File: config.mk
export PLATFORM = sky130hd
export DESIGN_NAME = vga_sync
export DESIGN_NICKNAME = d
export VERILOG_FILES = /design/src/rtl/vga_sync.sv
export SDC_FILE = /design/constraint.sdc
export NUM_CORES = 1
export LEC_CHECK = 0
export ABC_CLOCK_PERIOD_IN_PS = 2580
export CAP_MARGIN = 5
export CORE_MARGIN = 5
export CORE_UTILIZATION = 45
export CTS_CLUSTER_SIZE = 10
export DETAILED_ROUTE_END_ITERATION = 8
export GPL_TIMING_DRIVEN = 0
export PLACE_DENSITY = 0.69
export SETUP_SLACK_MARGIN = 0.02
export SLEW_MARGIN = 10
export SYNTH_ARGS = -nofsm -noshare
export SYNTH_HDL_FRONTEND = slang
export SYNTH_SLANG_ARGS = --single-unit
File: constraint.sdc
create_clock -name clk -period 2.58 [get_ports clk]
set_clock_uncertainty 0.05 [all_clocks]
set_input_delay 0.387 -clock clk [delete_from_list [all_inputs] [get_ports clk]]
set_output_delay 0.387 -clock clk [all_outputs]
set_load 0.02 [all_outputs]
File: src/rtl/vga_sync.sv
`default_nettype none
// ============================================================================
// Module   : vga_sync
// Purpose  : VGA scan-timing generator with registered syncs and frame strobes.
// Revision : 1.0 - initial release
// ============================================================================
module vga_sync #(
    parameter int DIV     = 2,
    parameter int H_DISP  = 640,
    parameter int H_FP    = 16,
    parameter int H_SYNC  = 96,
    parameter int H_BP    = 48,
    parameter int V_DISP  = 480,
    parameter int V_FP    = 10,
    parameter int V_SYNC  = 2,
    parameter int V_BP    = 33,
    parameter int UPD_DLY = 16
) (
    input  logic       clk,
    input  logic       rst,
    output logic       pixel_tick,
    output logic [9:0] pixel_x,
    output logic [9:0] pixel_y,
    output logic       video_on,
    output logic       hsync,
    output logic       vsync,
    output logic       update_allow_frist_pluse,
    output logic       update_allow_first_pluse_16dly
);

    localparam int         c_h_total  = H_DISP + H_FP + H_SYNC + H_BP;
    localparam int         c_v_total  = V_DISP + V_FP + V_SYNC + V_BP;
    localparam logic [3:0] c_div_max  = 4'(DIV - 1);
    localparam logic [9:0] c_h_max    = 10'(c_h_total - 1);
    localparam logic [9:0] c_v_max    = 10'(c_v_total - 1);
    localparam logic [9:0] c_h_disp   = 10'(H_DISP);
    localparam logic [9:0] c_v_disp   = 10'(V_DISP);
    localparam logic [9:0] c_hs_first = 10'(H_DISP + H_FP);
    localparam logic [9:0] c_hs_last  = 10'(H_DISP + H_FP + H_SYNC - 1);
    localparam logic [9:0] c_vs_first = 10'(V_DISP + V_FP);
    localparam logic [9:0] c_vs_last  = 10'(V_DISP + V_FP + V_SYNC - 1);

    logic [3:0]         r_div;
    logic               r_tick;
    logic [9:0]         r_x;
    logic [9:0]         r_y;
    logic               r_hsync;
    logic               r_vsync;
    logic               r_strobe;
    logic [UPD_DLY-1:0] r_dly;
    logic [9:0]         w_x_next;
    logic [9:0]         w_y_next;

    always_comb begin
        w_x_next = r_x;
        w_y_next = r_y;
        if (r_tick) begin
            if (r_x == c_h_max) begin
                w_x_next = '0;
                w_y_next = (r_y == c_v_max) ? '0 : r_y + 10'd1;
            end else begin
                w_x_next = r_x + 10'd1;
            end
        end
    end

    // Syncs and the frame strobe come from the next-state counters so they
    // line up with pixel_x/pixel_y on the same clk.
    always_ff @(posedge clk or negedge rst) begin
        if (!rst) begin
            r_div    <= '0;
            r_tick   <= 1'b0;
            r_x      <= '0;
            r_y      <= '0;
            r_hsync  <= 1'b1;
            r_vsync  <= 1'b1;
            r_strobe <= 1'b0;
        end else begin
            r_div    <= (r_div == c_div_max) ? '0 : r_div + 4'd1;
            r_tick   <= (r_div == c_div_max);
            r_x      <= w_x_next;
            r_y      <= w_y_next;
            r_hsync  <= !((w_x_next >= c_hs_first) && (w_x_next <= c_hs_last));
            r_vsync  <= !((w_y_next >= c_vs_first) && (w_y_next <= c_vs_last));
            r_strobe <= r_tick && (w_x_next == '0) && (w_y_next == c_v_disp);
        end
    end

    generate
        if (UPD_DLY == 1) begin : g_dly_single
            always_ff @(posedge clk or negedge rst) begin
                if (!rst) begin
                    r_dly <= '0;
                end else begin
                    r_dly <= r_strobe;
                end
            end
        end else begin : g_dly_shift
            always_ff @(posedge clk or negedge rst) begin
                if (!rst) begin
                    r_dly <= '0;
                end else begin
                    r_dly <= {r_dly[UPD_DLY-2:0], r_strobe};
                end
            end
        end
    endgenerate

    assign pixel_tick                     = r_tick;
    assign pixel_x                        = r_x;
    assign pixel_y                        = r_y;
    assign video_on                       = (r_x < c_h_disp) && (r_y < c_v_disp);
    assign hsync                          = r_hsync;
    assign vsync                          = r_vsync;
    assign update_allow_frist_pluse       = r_strobe;
    assign update_allow_first_pluse_16dly = r_dly[UPD_DLY-1];

endmodule
`default_nettype wire

-- Yosys cells after proc, flatten, opt, wreduce, memory -nomap -nowiden
Cells that the tools add are included.
- output and inout port bits: 26
- register bits: 44
- $add $sub $neg: 3
- magnitude comparators: 6
- reductions and logical operators: 8
- muxes and demuxes: 6
- equality and inequality tests: 4
- operators by type and width (operator ; number):
    10-bit 2-to-1 mux ; 5
    10-bit by 1-bit adder with 10-bit output (second input constant) ; 2
    10-bit equality test (second input constant) ; 2
    10-bit by 9-bit equality test with 1-bit output (second input constant) ; 1
    10-bit greater-or-equal comparator (second input constant) ; 1
    10-bit by 9-bit greater-or-equal comparator with 1-bit output (second input constant) ; 1
    10-bit <= comparator (second input constant) ; 1
    10-bit by 9-bit <= comparator with 1-bit output (second input constant) ; 1
    10-bit logical NOT ; 1
    10-bit < comparator (second input constant) ; 1
    10-bit by 9-bit < comparator with 1-bit output (second input constant) ; 1
    1-bit logical AND ; 5
    4-bit by 1-bit adder with 4-bit output (second input constant) ; 1
    4-bit by 1-bit equality test with 1-bit output (second input constant) ; 1
    4-bit 2-to-1 mux ; 1
    1-bit logical NOT ; 2

-- Longest topological paths before layout
- depth in word-level cells: 7
- gate-level depth with buffers: 9
- depth with buffers taken out: 8

-- Worst setup path before layout
No wires, ideal clock.
- path kind: flip-flop to flip-flop
- from: register r_x[0], in the netlist pixel_x[0]
- to: register r_strobe, in the netlist update_allow_frist_pluse
- arrival time: 1998 ps
- stages on the path, launching flop included: 9
- setup slack: 464 ps
- clock period less this slack: 2116 ps
- setup time: 68 ps
- buffers on the path: 1
- cells stage by stage: dfrtp_1 -> ha_1 -> and2_2 -> and4_1 -> buf_4 -> nand2_1 -> o221ai_1 -> nor4b_2 -> and4_1
- cells in the longest elaborated chain, start to end: 6
- elaborated cells on any way between the ends: 10
- RTL lines (element ; line ; RTL):
    from (decl) ; 45 ; logic [9:0] r_x;
    from (signal assigned) ; 81 ; r_x <= w_x_next;
    10-bit by 1-bit adder with 10-bit output / 10-bit equality test (equally long branches) ; 62, 58 ;
    10-bit 2-to-1 mux ; 58 ; if (r_x == c_h_max) begin
    10-bit 2-to-1 mux ; 57 ; if (r_tick) begin
    10-bit logical NOT ; 85 ; r_strobe <= r_tick && (w_x_next == '0) && (w_y_next == c_v_disp);
    1-bit logical AND ; 85 ;
    1-bit logical AND * ; 85 ;
    to (signal assigned) ; 85 ;
    to (decl) ; 49 ; logic r_strobe;
Every way passes the cells marked *; elsewhere a longest branch is shown, timed or not.

-- Worst setup path in the final report
- from: register r_y[1], in the netlist pixel_y[1]
- to: register r_strobe, in the netlist update_allow_frist_pluse
- cells in the longest elaborated chain, start to end: 6
- elaborated cells on any way between the ends: 7
- RTL lines (element ; line ; RTL):
    from (decl) ; 46 ; logic [9:0] r_y;
    from (signal assigned) ; 82 ; r_y <= w_y_next;
    10-bit by 1-bit adder with 10-bit output / 10-bit equality test (equally long branches) ; 60 ; w_y_next = (r_y == c_v_max) ? '0 : r_y + 10'd1;
    10-bit 2-to-1 mux ; 60 ;
    10-bit 2-to-1 mux ; 58 ;
    10-bit 2-to-1 mux * ; 57 ;
    10-bit by 9-bit equality test with 1-bit output * ; 85 ;
    1-bit logical AND * ; 85 ;
Marks and branches as above.

==> out/results.txt <==
CTS max path bufs = 2
multi-input logic area = 915.9 µm²
Post-synth EDFFs = 0
Syn Std Cell Area = 0.002091 mm²
Logic pwr share = 1.3%
RSZ-0062 raised after global routing = false
yosys warns = 0
core area = 0.004444 mm²
Routed WL = 4218 µm
Net Switching = 0.0002472 W
clock latency on the worst-skew pair = 300 ps
simple logic cell fraction of the synthesized area = 23.64%
complex-gate fraction of the synthesized area = 11.01%
TritonCTS buffer count = 5
via count of the routed design = 1527
cts hold-fix bufs = 0
First-pass DRT Iterations = 4
Main synth FF type = dfrtp_1
fillcell total = 378
Final Hold Fails = 9
Die Ht = 78.16 µm
Max IR drop VDD = 307.3 µV
reg-to-reg slack, setup = 190 ps
met1 WL = 2138 µm
fmax = 0.4177 GHz
CTS tree = done
final hold slack = -7.869 ps
Setup Fix Bufs, Post-CTS = 0
fin crit share = 92.79%
Layout area overhead = 24.84%
sequential fraction of design power = 48.4%
FF-to-FF Start = pixel_y[1]
first-pass GRT wire length = 7521 µm
crit-path cells = inv_1, ha_1, and4bb_1, nand4_1, nand2_2, o221ai_1, nor4b_2, and4_1
Placement Cell Area = 0.002449 mm²
Design Area, Final = 0.002610 mm²
max-capacitance violation count = 0
vias in the first global route = 1473
largest family of logic cells by synthesized area = simple AND/OR/NAND/NOR gates
GRT Util Overall = 15.38%
# setup viols final = 0
met3 wire len = 238 µm
crit path DAT = 2570 ps
Mapped Nets = 199
initial antenna violation count = 0
Highest Signal Layer = met4
H-tree Lvls = 2
via/cell ratio = 5.415
Int Pwr = 0.001178 W
max incr delay on CP = 460 ps
largest net degree at the start of global routing = 26
CTS clk-pin slew, worst paths = 90 ps
Place WS = 200.4 ps
I/O pin cnt = 28
Starting Density = 47.04%
status = finished with violations
drt first-iter violations = 117
Synth cell types = 52
XOR/XNOR Fraction of Synth Area = 6.224%
Setup crit end kind = flop
cell with the largest stage delay on the worst path = dfrtp_1
Tmin final = 2394 ps
Switching Fraction = 17.35%
Slew @ Worst Pin = 493.6 ps
LEAKAGE = 1.131 nW
WL/cell = 14.96 µm
Synth Instances = 194
mux cell area share after synthesis = 1.017%
Critical Path Fanout Max = 7
post-synthesis async set-or-reset flop share = 100.0%
DRC = 0
#FFs+latches synth = 44
failing checks = hold timing
metal2 WL = 1806 µm
sequential area share after synthesis = 52.78%
Final WS setup = 186.1 ps
Layout Nets = 234
# rows = 24
Slew Limit Headroom = 67.09%
pwr dens = 546.0 mW/mm²
Sink Count = 44
Gates resized, CTS repair = 0
Die ar. = 0.006109 mm²
GRT overflow = 0
Clock Power Share = 50.4%
hpwl dp = 3001 µm
Antenna Nets Post-Route = 0
Die W = 78.16 µm
Critical Path Start Type = flop
kind of critical path = reg -> reg
FF+latch area = 0.001104 mm²
RePlAce Congestion = 0.8123
layout cells sized above 1 = 14.35%
worst reg-to-reg path cell count = 8
reg-to-reg endpoint = update_allow_frist_pluse
Slew Viols, Final = 0
I/O Buffers = 27
Ant. Diodes = 0
Avg Inst Size Synth = 10.78 µm²
HP Class = in -> async
root buffer selected by CTS = clkbuf_8
CP required = 2760 ps
post-synthesis adder-cell area fraction = 1.795%
==> worst max-delay path by stage <==
stage                     from                  endpoint  cells after the start
global route        pixel_y[1]  update_allow_frist_pluse                      8
CTS                 pixel_y[1]  update_allow_frist_pluse                      8
finish              pixel_y[1]  update_allow_frist_pluse                      8
detailed placement  pixel_y[1]  update_allow_frist_pluse                      8
floorplan           pixel_x[0]  update_allow_frist_pluse                      8
global placement           rst                pixel_x[3]                      1
==> worst max-delay path: cells and delay by family, from the launching register on <==
family,cells,cell delay (ps)
adders and majority gates,1,150
and+or+nand+nor,5,1390
DFF,1,460
AOI/OAI and AO/OA,1,170
buffers and inverters,1,100
==> power groups by stage <==
| stage | sequential [W] | clock [W] | combinational, W |
|---|---|---|---|
| 2_1_floorplan | 0.000703 | 0 | 0.000000000349 |
| 3_3_place_gp | 0.000703 | 0 | 0.0000147 |
| 3_5_place_dp | 0.000703 | 0 | 0.0000195 |
| 4_1_cts | 0.000689 | 0.000736 | 0.0000198 |
| 5_1_grt | 0.000689 | 0.000771 | 0.0000220 |
| 6_report | 0.000689 | 0.000718 | 0.0000181 |
==> cell usage after synthesis (2+ instances only) <==
cell type  number  area, µm²
nand2b_1        5      31.28
and2_2          2      15.01
dfstp_2         2      52.55
nor3_1          3      15.01
ha_1            3      37.54
o22ai_1         4      25.02
nor2_1         10      37.54
dfrtp_1        42       1051
o21ai_1         3      15.01
buf_2           2      10.01
o21ai_0         9      45.04
and2_1          3      18.77
nand3_1         7      35.03
buf_6           2      22.52
nand4_1         4      25.02
nor4_1          2      12.51
and4_1          3      26.28
nand2_1        25      93.84
xor2_1          4      35.03
o221ai_1        2      17.52
a21oi_1         7      35.03
and3_1          5      31.28
inv_1           8      30.03
xnor2_1         9      78.83
==> placed cells by master (no fill, tap or decap), types with 5 or more instances in the layout <==
| cell | netlist | layout |
|---|---|---|
| nand3_1 | 7 | 7 |
| nor2_1 | 10 | 10 |
| inv_1 | 8 | 8 |
| o21ai_0 | 9 | 9 |
| a21oi_1 | 7 | 7 |
| dfrtp_1 | 42 | 42 |
| clkbuf_8 | 0 | 5 |
| nand2b_1 | 5 | 5 |
| and3_1 | 5 | 5 |
| clkdlybuf4s50_1 | 0 | 26 |
| xnor2_1 | 9 | 9 |
| nand2_1 | 25 | 24 |
==> layout make-up <==
class                   count  share of cell area (%)
flip-flops and latches     44                   42.28
multi-input cells         136                   35.09
repair buffers             28                   11.22
clock inverters             3                   3.452
clock buffers               5                   2.637
well taps                  52                   2.493
plain buffers               6                   1.678
inverters                   8                   1.151
==> registers in the layout (all words and copies together), names as in the netlist <==
register                  flops
pixel_y                      10
hsync                         1
r_div                         4
pixel_x                      10
pixel_tick                    1
vsync                         1
update_allow_frist_pluse      1
r_dly                        16
==> metrics by stage <==
step	total power [W]	utilization [%]	TNS [ps]	instances
3_5_place_dp	0.0007222	55.10	0	274
6_report	0.001425	58.73	0	282
5_1_grt	0.001483	58.73	0	282
4_1_cts	0.001444	58.67	0	282
2_1_floorplan	0.0007029	-	0	194
3_3_place_gp	0.0007175	54.59	-920.9	273
==> cell families (layout without fill, tap and decap cells) <==
family	Yosys count	count (layout)
DFF	44	44
AOI/OAI and AO/OA	35	35
buffers and inverters	14	50
xor gates and xnor gates	14	14
and+or+nand+nor	82	82
adders and majority gates	3	3
muxes	2	2
==> routing by layer <==
layer  vias up  global-route usage, %
met5         -                      0
met4         0                  3.671
met3         4                  4.233
met2        54                  21.66
met1       710                  23.40
li1        759                      -
Power figures use the tool's default switching activity.
